<file path="config.mk">
export PLATFORM = sky130hd
export DESIGN_NAME = skid_pipeline
export DESIGN_NICKNAME = d
export VERILOG_FILES = /design/src/rtl/skid_pipeline.sv
export SDC_FILE = /design/constraint.sdc
export NUM_CORES = 1
export LEC_CHECK = 0
export ABC_AREA = 1
export BUFFER_PORTS_ARGS = -buffer_cell sky130_fd_sc_hd__buf_2
export CAP_MARGIN = 15
export CORE_MARGIN = 2
export CORE_UTILIZATION = 47
export DETAILED_ROUTE_END_ITERATION = 8
export GPL_TIMING_DRIVEN = 0
export PLACE_DENSITY_LB_ADDON = 0.3
export SETUP_SLACK_MARGIN = 0.4
export SYNTH_ARGS = -nofsm -noshare
export SYNTH_HDL_FRONTEND = slang
export SYNTH_SLANG_ARGS = --single-unit
</file>
<file path="constraint.sdc">
create_clock -name clk -period 5.3 [get_ports clk]
set_clock_uncertainty 0.05 [all_clocks]
set_input_delay 0.265 -clock clk [delete_from_list [all_inputs] [get_ports clk]]
set_output_delay 0.265 -clock clk [all_outputs]
set_load 0.1 [all_outputs]
</file>
<file path="src/rtl/skid_pipeline.sv">
// Chain of DEPTH two-entry skid stages: registered valid/data and ready paths, full throughput,
// synchronous flush and occupancy count. Define SKID_PIPELINE_PARITY_EN to add per-entry parity.
module skid_pipeline #(
  parameter int unsigned WIDTH = 32,
  parameter int unsigned DEPTH = 2,
  parameter int unsigned CNT_W = $clog2(2*DEPTH+1)
) (
  input  logic             clk,
  input  logic             rst,
  input  logic             flush,
  input  logic             in_valid,
  output logic             in_ready,
  input  logic [WIDTH-1:0] wdata,
  output logic             out_valid,
  input  logic             out_ready,
  output logic [WIDTH-1:0] rdata,
  output logic [CNT_W-1:0] count
`ifdef SKID_PIPELINE_PARITY_EN
  ,
  output logic             parity_err
`endif
);

`ifdef SKID_PIPELINE_PARITY_EN
  localparam int unsigned EW = WIDTH + 1;
`else
  localparam int unsigned EW = WIDTH;
`endif

  logic [DEPTH-1:0] main_v;
  logic [DEPTH-1:0] skid_v;
  logic [EW-1:0]    main_d [DEPTH];
  logic [EW-1:0]    skid_d [DEPTH];
  logic [EW-1:0]    dchain [DEPTH];
  logic [EW-1:0]    in_entry;
  logic [DEPTH:0]   vchain;
  logic [DEPTH:0]   rchain;
  logic [DEPTH:0]   xfer;
  logic             rdy_en;

`ifdef SKID_PIPELINE_PARITY_EN
  assign in_entry = {^wdata, wdata};
`else
  assign in_entry = wdata;
`endif

  // Handshake at every boundary: xfer[k] moves a word into stage k, xfer[DEPTH] leaves the block.
  always_comb begin
    vchain = '0;
    rchain = '0;
    for (int k = 0; k < DEPTH; k++) begin
      dchain[k] = '0;
    end
    vchain[0] = in_valid;
    dchain[0] = in_entry;
    for (int k = 1; k <= DEPTH; k++) begin
      vchain[k] = main_v[k-1];
    end
    for (int k = 1; k < DEPTH; k++) begin
      dchain[k] = main_d[k-1];
    end
    for (int k = 0; k < DEPTH; k++) begin
      rchain[k] = ~skid_v[k];
    end
    rchain[DEPTH] = out_ready;
    xfer    = vchain & rchain & {(DEPTH+1){~flush}};
    xfer[0] = xfer[0] & rdy_en;
  end

  assign in_ready  = rchain[0] & rdy_en & ~flush;
  assign out_valid = main_v[DEPTH-1] & ~flush;
  assign rdata     = main_d[DEPTH-1][WIDTH-1:0];

  // Holds in_ready low until the first edge after reset release.
  always_ff @(posedge clk or posedge rst) begin
    if (rst) rdy_en <= 1'b0;
    else     rdy_en <= 1'b1;
  end

  always_ff @(posedge clk or posedge rst) begin
    if (rst) begin
      main_v <= '0;
      skid_v <= '0;
      for (int k = 0; k < DEPTH; k++) begin
        main_d[k] <= '0;
        skid_d[k] <= '0;
      end
    end else if (flush) begin
      main_v <= '0;
      skid_v <= '0;
    end else begin
      for (int k = 0; k < DEPTH; k++) begin
        if (!main_v[k]) begin
          if (xfer[k]) begin
            main_v[k] <= 1'b1;
            main_d[k] <= dchain[k];
          end
        end else if (!skid_v[k]) begin
          if (xfer[k+1] && xfer[k]) begin
            main_d[k] <= dchain[k];
          end else if (xfer[k+1]) begin
            main_v[k] <= 1'b0;
          end else if (xfer[k]) begin
            skid_v[k] <= 1'b1;
            skid_d[k] <= dchain[k];
          end
        end else if (xfer[k+1]) begin
          main_d[k] <= skid_d[k];
          skid_v[k] <= 1'b0;
        end
      end
    end
  end

  always_ff @(posedge clk or posedge rst) begin
    if (rst) begin
      count <= '0;
    end else if (flush) begin
      count <= '0;
    end else begin
      case ({xfer[0], xfer[DEPTH]})
        2'b10:   count <= count + CNT_W'(1);
        2'b01:   count <= count - CNT_W'(1);
        default: count <= count;
      endcase
    end
  end

`ifdef SKID_PIPELINE_PARITY_EN
  logic [EW-1:0] last_d;
  assign last_d = main_d[DEPTH-1];

  always_ff @(posedge clk or posedge rst) begin
    if (rst) parity_err <= 1'b0;
    else     parity_err <= xfer[DEPTH] & ((^last_d[WIDTH-1:0]) != last_d[WIDTH]);
  end
`endif

endmodule
</file>
After elaboration in Yosys (flattened, before gate mapping):

Cells that the tools add are included.

* register bits after elaboration: 136
* input bits: 37
* output and inout port bits: 37
* word-level logic and storage cells: 73

* $add $sub $neg: 2
* equality and inequality tests: 6
* multiplexer cells: 32
* bitwise operators: 13
* reductions and logical operators: 11

Operator list (number)
* $mux W32: 10
* $mux W1: 18
* $reduce_and A6 Y1: 2
* $reduce_and A4 Y1: 2
* $reduce_bool A2 Y1: 4
* $not A1 Y1: 7
* $and A3 B3 Y3: 2
* $ne A3 B1 Y1 const B: 2
* $ne A3 B2 Y1 const B: 2
* $pmux W3 S2: 1
* $and A1 B1 Y1: 4
* $mux W2: 2
* $add A3 B1 Y3 const B: 1
* $mux W3: 1
* $reduce_bool A3 Y1: 1
* $sub A3 B1 Y3 const B: 1
* $eq A2 B1 Y1 const B: 1
* $eq A2 B2 Y1 const B: 1
* $logic_and A1 B1 Y1: 2

Longest topological paths before layout:

Gate-level depths: netlist of run 1.

* depth in word-level cells: 10
* depth in mapped cells: 11
* gate-level depth less buffers: 10

Worst setup path before layout of run 1:

OpenSTA, ideal clock, no wires.

* path type: input to output
* start point: input flush
* end point: output in_ready
* arrival time: 1778 ps
* required time: 4985 ps
* path slack: 3207 ps
* stages: 4
* path buffers: 1
* cells stage by stage: buf_6 > clkinv_2 > nand2_1 > nor2_1

* cells in the longest elaborated chain, start to end: 2

Ends and longest elaborated chain
* start, declared: line 10 `input logic flush,`
* $not A1 Y1 (no source line)
* $and A1 B1 Y1: line 70 `assign in_ready = rchain[0] & rdy_en & ~flush;`
* end, declared: line 12 `output logic in_ready,`

No other way between the ends.

Worst setup path in the final report of run 1:

* start point: register skid_v[0]
* end point: register count[2]

* cells in the longest elaborated chain, start to end: 7
* elaborated cells between the ends (all ways): 9
* those cells by class: eq/ne: 2; mux: 2; bitwise: 4; reduce/logical: 1

Ends and longest elaborated chain
* start, declared: line 31 `logic [DEPTH-1:0] skid_v;`
* start signal, assigned: line 83 `skid_v <= '0;`
* start signal, assigned: line 90 `skid_v <= '0;`
* start signal, assigned by index: line 104 `skid_v[k] <= 1'b1;`
* $not A1 Y1 (no source line) *
* $and A3 B3 Y3 * (2 in series): line 66 `xfer = vchain & rchain & {(DEPTH+1){~flush}};`
* $and A1 B1 Y1 *: line 67 `xfer[0] = xfer[0] & rdy_en;`
* $eq A2 B1 Y1 or $eq A2 B2 Y1 (tied branches): line 121 `case ({xfer[0], xfer[DEPTH]})`
* $pmux W3 S2: line 121
* $mux W3: line 118 `end else if (flush) begin`
* end signal, assigned: line 122 `2'b10: count <= count + CNT_W'(1);`
* end signal, assigned: line 123 `2'b01: count <= count - CNT_W'(1);`
* end signal, assigned: line 124 `default: count <= count;`
* end, declared: line 17 `output logic [CNT_W-1:0] count`

Every way passes the cells marked *; elsewhere a longest branch is shown, timed or not.
A chain may end at the register's enable or synchronous reset.

==> impl_metrics.py, run 1 <==
metrics = {
    "power": {
        "power.share.clock_pct": 32.3,
        "fin_total_pwr_mw": 3.53,
        "p_seq_share_pct": 39.2,
        "p_comb_share_pct": 28.5,
        "p_per_area_mw_per_mm2": 486,
        "p_sw_mw": 1.32,
        "switching_share_pct": 37.3,
        "ir_drop_mv": 0.196,
        "leakage_nw": 3.76,
        "p_int_mw": 2.21,
    },
    "route": {
        "initialDrtViolationCount": 313,
        "drc": 0,
        "drtAntennaViolNets": 0,
        "routed_wl_mm": 13.6,
        "vias_per_cell": 5.02,
        "dr.pass1.iters": 5,
        "vias": 4844,
        "wl_per_cell_microns": 14.1,
    },
    "hold_path": {
        "hold_path_depth": 3,
        "hold_path.class": "input pin to flip-flop",
        "hp-start": "wdata[26]",
        "min_delay_worst_endpoint": "skid_d[58]$_DFFE_PP0P_",
    },
    "clock_tree": {
        "cts-root-buf": "clkbuf_16",
        "cts_buffer_depth": 2,
        "clk_pin_slew_ns": 0.05,
        "cts_tree": "done",
        "cts_inserted_buffers": 17,
        "clock_sinks": 136,
        "cts_setup_buffers": 0,
        "h-tree-depth": 4,
        "clock_latency_ns": 0.42,
    },
    "floorplanning": {
        "coreArea_sq_mm": 0.0126,
        "dieWidth_microns": 118,
        "start_util_pct": 48.1,
        "dieArea_sq_mm": 0.0138,
        "ios": 74,
        "die_h_microns": 118,
        "num_rows": 41,
    },
    "cells_and_area": {
        "num_antenna_cells": 0,
        "area.growth.synth_to_final_pct": 19.7,
        "fin_nets": 817,
        "finish.instance_area_sq_mm": 0.00726,
        "layout-drive-gt1-share_pct": 24.0,
    },
    "status": {
        "outcome": "complete, no violations",
    },
    "critical_path": {
        "reg2reg_to": "count[2]$_DFFE_PP0P_",
        "path_class": "flip-flop to flip-flop",
        "r2r_setup_slack_ns": 3.38,
        "end_kind": "flip-flop",
        "required_ns": 5.61,
        "r2r_cells": 10,
        "crit_arrival_ns": 2.23,
        "crit_fanout": 6,
        "startpoint_type": "flip-flop",
        "rr_startpoint": "skid_v[0]$_DFFE_PP0P_",
    },
    "sta": {
        "rsz0062_at_grt": "false",
        "finalHoldViolations": 0,
        "slew_violations": 0,
        "min_period_ns": 1.92,
        "fin_ws_ns": 3.38,
        "setup_viol": 0,
        "clock.fmax_ghz": 0.520,
        "final.period_utilization_pct": 36.3,
    },
    "grt": {
        "grt_pass1_vias": 4741,
        "grt_max_degree": 97,
        "grt_use_total_pct": 21.0,
        "grt_pass1_wl_mm": 23.2,
        "gr-total-overflow": 0,
        "antenna_found_initial": 0,
    },
    "logic_synthesis": {
        "synth_area_sq_mm": 0.00607,
        "ys_seq_elements": 136,
        "yosysWarnings": 0,
        "synth_common_cells": "dfrtp_1, nand2_1, nor2_1",
        "ys_top_cells_by_area": "dfrtp_1, a21oi_1, nand2_1",
        "synth_top_area_share_pct": 56.1,
        "synth.most_common_cell": "dfrtp_1",
        "synth.distinct_cells": 26,
        "seq_area_frac_synth_pct": 56.1,
        "syn_avg_cell_area_sq_um": 8.85,
        "synth_async_sr_flop_share_pct": 100,
        "synth_cells": 686,
        "synth_edf_count": 0,
        "synth_top_area_cell": "dfrtp_1",
        "synth-main-ff-cell": "dfrtp_1",
        "synth_nets": 724,
    },
    "placed_design": {
        "gp_congestion": 0.772,
        "dp_worst_setup_slack_ns": 3.42,
        "placed_cell_area_sq_mm": 0.00668,
        "dp_hpwl_mm": 9.52,
        "portBuffers": 72,
    },
    "flow_run": {
        "drv_cap": 0,
    },
}
power by group through the flow:
stage	registers (mW)	clock network (mW)	logic (mW)
after global placement	1.39	0	0.985
after floorplan	1.89	0	0.328
after detailed placement	1.40	0	1.01
after global routing	1.41	1.22	1.08
final	1.38	1.14	1.00
after CTS	1.38	1.16	1.01
sequential cells by signal (all words and copies together) (netlist names):
name,cells
skid_d,64
dchain,32
rdata,32
count,3
main_v,2
skid_v,2
rdy_en,1
cells by family after synthesis:
| family | count (synthesis) | share of synthesized area (%) |
|---|---|---|
| AO/OA/AOI/OAI | 199 | 19.0 |
| AND/OR/NAND/NOR | 236 | 15.6 |
| adder cells (fa/ha/maj) | 1 | 0.330 |
| flip-flops | 136 | 56.1 |
| other | 1 | 0.0618 |
| XOR/XNOR | 1 | 0.144 |
| buffers and inverters | 112 | 8.84 |
worst max-delay path, stage by stage (launching register included):
cell and delay, ns:
dfrtp_1 0.43, nor2_2 0.14, nand3_2 0.13, nand2_1 0.19
inv_1 0.08, fa_1 0.39, xnor2_1 0.20, inv_1 0.06
nor2_1 0.10, nor2_1 0.05, nand2_1 0.05
metal layers:
layer / GRT usage, % / routed length [microns] / up-vias
met5: 0 / 0 / -
met4: 7.00 / 214 / 0
met3: 4.80 / 591 / 14
met2: 33.4 / 6640 / 115
met1: 28.6 / 6120 / 2338
li1: - / - / 2377
cells in the final DEF, fill, tap and decap left out, drive strengths merged:
master	instances
dlygate4sd3	1
conb	1
nand2	116
fa	1
bufinv	2
nor2	113
buf	104
clkinvlp	1
nand3	3
a21oi	98
o31ai	1
clkinv	7
clkbuf	31
nand4	4
inv	72
o21ai	100
dfrtp	136
xnor2	1
worst max-delay path by stage:
stage                          start               endpoint  slack [ns]
6_report       skid_v[0]$_DFFE_PP0P_   count[2]$_DFFE_PP0P_        3.38
5_1_grt        skid_v[0]$_DFFE_PP0P_   count[2]$_DFFE_PP0P_        3.19
4_1_cts        skid_v[0]$_DFFE_PP0P_   count[2]$_DFFE_PP0P_        3.40
3_5_place_dp   skid_v[0]$_DFFE_PP0P_   count[2]$_DFFE_PP0P_        3.42
3_3_place_gp                     rst  rdata[11]$_DFFE_PP0P_       -0.02
2_1_floorplan                    rst   count[0]$_DFFE_PP0P_        1.35
final cells by class:
type                            count  area (sq um)
Timing Repair Buffer               74           398
Inverter                           73           280
Clock inverter                      9          97.6
Sequential cell                   136          3400
Tap cell                          172           215
Buffer                             39           262
Clock buffer                       23           478
Multi-Input combinational cell    438          2130
Fill cell                        1156          5360
per-stage QoR:
stage	std cells	setup TNS (ns)	hold slack, ns	util [%]
CTS	964	0	0.00634	57.6
detailed placement	931	0	0.261	52.9
global route	964	0	0.0251	57.6
global placement	930	-1.15	0.415	52.7
floorplan	686	0	0.336	-
finish	964	0	0.0230	57.6
timing repair:
| item | in CTS | in global routing |
|---|---|---|
| hold buffers | 1 | 0 |
| gates resized for setup | 0 | 0 |
| endpoints found under the setup margin | 0 | 0 |
| endpoints found under the hold margin | 40 | 0 |
Power figures use the tool's default switching activity.
==> inputs of run 2 (changes only) <==
Clock period 5.3 ns to 1.98 ns, I/O delays scaled along.
==> impl_metrics.py, run 2 (synthesis results as in run 1) <==
metrics = {
    "status": {
        "outcome": "complete, but fails checks",
        "violations": "hold timing",
    },
    "critical_path": {
        "worstPathCellList": "nor2_2 -> nand3_2 -> nand2_4 -> inv_2 -> fa_2 -> xnor2_2 -> nor2_1 -> nor2_1 -> nand2_1",
        "r2r_cells": 9,
        "slowest_stage": "dfrtp_2",
        "crit_fanout": 3,
        "crit_top_cell": "nor2_1",
        "startpoint_type": "flip-flop",
        "end_kind": "flip-flop",
        "crit_arrival_ns": 1.93,
        "cp_slowest_stage_delay_ns": 0.42,
        "path_class": "flip-flop to flip-flop",
        "required_ns": 2.24,
    },
    "clock_tree": {
        "h-tree-depth": 4,
        "clock_sinks": 136,
        "cts_inserted_buffers": 17,
        "clk_pin_slew_ns": 0.06,
        "cts_buffer_depth": 2,
        "clock_latency_ns": 0.42,
        "cts-root-buf": "clkbuf_16",
        "cts_tree": "done",
    },
    "power": {
        "p_per_area_mw_per_mm2": 1260,
        "ir_drop_mv": 0.607,
        "leakage_nw": 4.11,
        "fin_total_pwr_mw": 10.2,
    },
    "flow_run": {
        "drv_cap": 0,
    },
    "floorplanning": {
        "dieArea_sq_mm": 0.0138,
        "coreArea_sq_mm": 0.0126,
        "dieWidth_microns": 118,
        "die_h_microns": 118,
        "start_util_pct": 48.1,
        "ios": 74,
        "num_rows": 41,
    },
    "sta": {
        "tightest_slew_ns": 0.601,
        "slew_violations": 0,
        "slew-limit-headroom_pct": 59.8,
        "whs_ns": -0.00437,
        "min_period_ns": 1.66,
        "finalHoldViolations": 2,
        "final.period_utilization_pct": 84.1,
        "setup_viol": 0,
        "rsz0062_at_grt": "true",
        "fin_tns_setup_ns": 0,
        "clock.fmax_ghz": 0.601,
    },
    "route": {
        "routed_wl_mm": 14.6,
        "wl_per_cell_microns": 14.5,
        "dr.pass1.iters": 5,
        "drc": 0,
        "vias": 5081,
        "drtAntennaViolNets": 0,
        "initialDrtViolationCount": 360,
        "vias_per_cell": 5.02,
    },
    "placed_design": {
        "dp_hpwl_mm": 9.76,
        "portBuffers": 72,
        "gp_congestion": 0.807,
    },
    "grt": {
        "gr-total-overflow": 0,
        "grt_pass1_wl_mm": 24.4,
        "grt_use_total_pct": 22.2,
        "grt_pass1_vias": 5115,
        "grt_max_degree": 46,
        "antenna_found_initial": 0,
    },
    "cells_and_area": {
        "fin_nets": 865,
        "layout_commonest_cell": "dfrtp_1",
        "layout-drive-gt1-share_pct": 29.0,
        "fill_cells": 1043,
        "num_antenna_cells": 0,
        "largest_register_ff_count": 64,
        "top_register": "skid_d",
        "area.growth.synth_to_final_pct": 33.0,
        "final_cell_mix": "dfrtp_1, nor2_1, a21oi_1, nand2_1, buf_2",
    },
    "hold_path": {
        "hold_path.class": "input pin to flip-flop",
        "hold_path_depth": 4,
    },
}
[run 2: report_power, final]
part | total (mW) | switching [mW] | internal, mW
Clock | 3.59 | 1.19 | 2.41
Combinational | 2.84 | 2.16 | 0.677
Sequential | 3.73 | 0.325 | 3.40
Total | 10.2 | 3.67 | 6.49
[run 2: routing by layer]
layer  share of wire (%)  vias to the layer above  routed length (microns)  track usage, %
met3                 3.9                       29                      564            5.04
li1                    -                     2478                        -               -
met5                   0                        -                        0               0
met1                  44                     2443                     6450            28.0
met2                  50                      131                     7260            36.7
met4                 2.4                        0                      355            9.49
[run 2: worst paths after layout]
| kind | to | slack, ns | from |
|---|---|---|---|
| hold / removal | skid_v[1]$_DFFE_PP0P_ | -0.004 | flush |
| setup / recovery | count[2]$_DFFE_PP0P_ | 0.32 | skid_v[0]$_DFFE_PP0P_ |
| min in group asynchronous | skid_d[37]$_DFFE_PP0P_ | 0.24 | rst |
| hold reg to reg | rdata[29]$_DFFE_PP0P_ | 0.43 | rdata[29]$_DFFE_PP0P_ |
| setup reg to reg | count[2]$_DFFE_PP0P_ | 0.32 | skid_v[0]$_DFFE_PP0P_ |
| max in group asynchronous | rdata[15]$_DFFE_PP0P_ | 0.81 | rst |
[run 2: stage by stage]
| step | instances | utilization, % | area (sq um) | setup slack [ns] |
|---|---|---|---|---|
| 2_1_floorplan | 686 | - | 6190 | 0.0767 |
| 3_3_place_gp | 930 | 53.6 | 6760 | -0.642 |
| 3_5_place_dp | 933 | 54.1 | 6820 | 0.0609 |
| 4_1_cts | 1006 | 62.9 | 7940 | 0.352 |
| 5_1_grt | 1012 | 64.0 | 8070 | 0.238 |
| 6_report | 1012 | 64.0 | 8070 | 0.315 |
[run 2: critical path, delay by kind of cell (launching register included)]
kind,cells,cell delay (ns)
XOR/XNOR,1,0.18
adder cells (fa/ha/maj),1,0.37
buffers and inverters,1,0.04
flip-flops,1,0.42
AND/OR/NAND/NOR,6,0.49
[run 2: final cells by class]
cell class	count	area (sq um)	area share [%]
plain buffers	39	363	4.49
clock buffers	22	494	6.12
clock inverters	10	188	2.32
inverters	73	279	3.46
multi-input cells	438	2260	28.0
flip-flops and latches	136	3410	42.2
well taps	172	215	2.67
repair buffers	122	866	10.7
[run 2: what timing repair did]
item,4_1_cts,5_1_grt
buffers inserted,5,5
hold buffers,36,1
pin swaps,2,7
cloned,0,1
gates resized for setup,15,38
hold endpoints to repair,92,1
endpoints found under the setup margin,37,63
==> inputs of run 3 (changes only) <==
Settings changed: ABC_AREA 1 to 0.
Clock period 1.98 ns to 1.6 ns, I/O delays scaled along.
==> impl_metrics.py, run 3 <==
metrics = {
    "power": {
        "p_seq_share_pct": 35.0,
        "fin_total_pwr_mw": 12.7,
        "ir_drop_mv": 1.25,
        "p_comb_share_pct": 36.4,
        "leakage_nw": 4.10,
        "power.share.clock_pct": 28.6,
        "p_per_area_mw_per_mm2": 1450,
        "p_sw_mw": 4.75,
        "p_int_mw": 7.97,
        "switching_share_pct": 37.3,
    },
    "placed_design": {
        "dp_hpwl_mm": 7.94,
        "place_inst": 639,
        "portBuffers": 73,
        "placed_cell_area_sq_mm": 0.00716,
        "dp_worst_setup_slack_ns": -0.666,
        "gp_congestion": 0.756,
    },
    "floorplanning": {
        "num_rows": 41,
        "coreArea_sq_mm": 0.0126,
        "dieWidth_microns": 118,
        "dieArea_sq_mm": 0.0138,
        "ios": 74,
        "start_util_pct": 48.1,
        "die_h_microns": 118,
    },
    "critical_path": {
        "path_class": "flip-flop to flip-flop",
        "required_ns": 1.84,
        "crit_fanout": 7,
        "crit_arrival_ns": 2.25,
        "startpoint_type": "flip-flop",
        "end_kind": "flip-flop",
    },
    "cells_and_area": {
        "fin_cells": 722,
        "layout_commonest_cell": "dfrtp_1",
        "top_register": "skid_d",
        "num_antenna_cells": 0,
        "layout-drive-gt1-share_pct": 65.3,
        "finish.instance_area_sq_mm": 0.00879,
        "fin_nets": 579,
        "largest_register_ff_count": 64,
        "area.growth.synth_to_final_pct": 44.7,
        "final_cell_mix": "dfrtp_1, mux2_4, mux2_2, buf_2, buf_6",
        "final_core_utilization_pct": 69.6,
    },
    "logic_synthesis": {
        "synth_nets": 429,
        "ys_seq_elements": 136,
        "yosysWarnings": 0,
        "synth_edf_count": 0,
        "syn_avg_cell_area_sq_um": 15.5,
        "synth_top_area_cell": "dfrtp_1",
        "ys_top_cells_by_area": "dfrtp_1, mux2_2, mux2_1",
        "synth-main-ff-cell": "dfrtp_1",
        "synth_top_area_share_pct": 56.0,
        "synth.distinct_cells": 35,
        "synth_async_sr_flop_share_pct": 100,
        "seq_area_frac_synth_pct": 56.0,
        "synth.most_common_cell": "mux2_2",
        "synth_area_sq_mm": 0.00607,
        "synth_common_cells": "mux2_2, dfrtp_1, mux2_1",
        "synth_cells": 391,
    },
    "route": {
        "vias": 3713,
        "initialDrtViolationCount": 164,
        "vias_per_cell": 5.14,
        "drc": 0,
        "routed_wl_mm": 13.0,
        "drtAntennaViolNets": 0,
        "wl_per_cell_microns": 18.0,
        "dr.pass1.iters": 4,
    },
    "hold_path": {
        "hold_path.class": "input pin to asynchronous set/reset pin",
    },
    "sta": {
        "min_period_ns": 2.01,
        "clock.fmax_ghz": 0.498,
        "tightest_slew_ns": 0.656,
        "slew_violations": 0,
        "finalHoldViolations": 26,
        "fin_ws_ns": -0.410,
        "whs_ns": -0.290,
        "setup_viol": 128,
        "final.period_utilization_pct": 126,
        "slew-limit-headroom_pct": 56.1,
        "rsz0062_at_grt": "true",
        "fin_tns_setup_ns": -33.33,
    },
    "clock_tree": {
        "cts_buffer_depth": 2,
        "clk_pin_slew_ns": 0.05,
        "clock_latency_ns": 0.41,
        "cts-root-buf": "clkbuf_16",
        "cts_inserted_buffers": 17,
        "ctsHoldBuffers": 33,
        "clock_sinks": 136,
        "cts_tree": "done",
        "h-tree-depth": 4,
    },
    "grt": {
        "grt_pass1_vias": 4110,
        "grt_use_total_pct": 19.9,
        "gr-total-overflow": 0,
        "grt_pass1_wl_mm": 21.6,
        "antenna_found_initial": 0,
        "grt_max_degree": 43,
    },
    "status": {
        "violations": "hold timing, setup timing",
        "outcome": "complete, but fails checks",
    },
    "flow_run": {
        "drv_cap": 0,
    },
}
run 3: power by group through the flow:
stage	clock network [mW]	logic, mW	registers (mW)
global placement	0	3.96	4.36
global route	3.83	4.78	4.52
CTS	3.69	4.54	4.43
finish	3.63	4.64	4.45
floorplan	0	1.10	6.64
detailed placement	0	4.00	4.40
run 3: final cells by class:
type / instances / area [sq um]
clock buffer: 24 / 492
multi-input combinational: 231 / 2940
tap: 172 / 215
sequential: 136 / 3410
buffer: 21 / 258
fill: 852 / 3830
timing repair buffer: 131 / 1410
inverter: 3 / 15.0
clock inverter: 4 / 45.0
run 3: path summary, 6_finish.rpt:
kind	slack (ns)	cells past startpoint	endpoint	startpoint
max	-0.41	6	dchain[18]$_DFFE_PP0P_	skid_v[0]$_DFFE_PP0P_
min	-0.29	2	rdata[29]$_DFFE_PP0P_	rst
max reg2reg	-0.41	6	dchain[18]$_DFFE_PP0P_	skid_v[0]$_DFFE_PP0P_
min reg2reg	0.45	1	skid_d[21]$_DFFE_PP0P_	skid_d[21]$_DFFE_PP0P_
max in group asynchronous	0.95	4	rdata[2]$_DFFE_PP0P_	rst
min in group clk	0.06	4	count[2]$_DFFE_PP0P_	in_valid
run 3: cells by family after synthesis:
family | share of synthesized area (%)
flops | 56.0
fa+ha+maj | 0.330
other cells | 0.0617
compound gates | 2.00
buf+inv | 2.99
simple gates | 2.49
mux | 35.9
xor+xnor | 0.144
run 3: critical path, stage by stage (launching register included):
cell and delay [ns]:
dfrtp_2 0.44, buf_4 0.16, nand3b_1 0.24, a221oi_4 0.28
buf_6 0.23, clkbuf_16 0.18, mux2_4 0.29
run 3: repair_timing:
item,in CTS,in global routing
setup buffers,11,5
gates resized for setup,100,22
endpoints found under the setup margin,170,142
gates cloned,3,3
endpoints found under the hold margin,83,26
pin swaps,7,8
run 3: layer usage:
metal  vias to the layer above  track usage [%]  share of wire, %
li1                       1703                -                 -
met1                      1925             27.3                47
met2                        63             30.2                48
met3                        22             4.65               2.7
met4                         0             8.66               2.2
met5                         -                0                 0
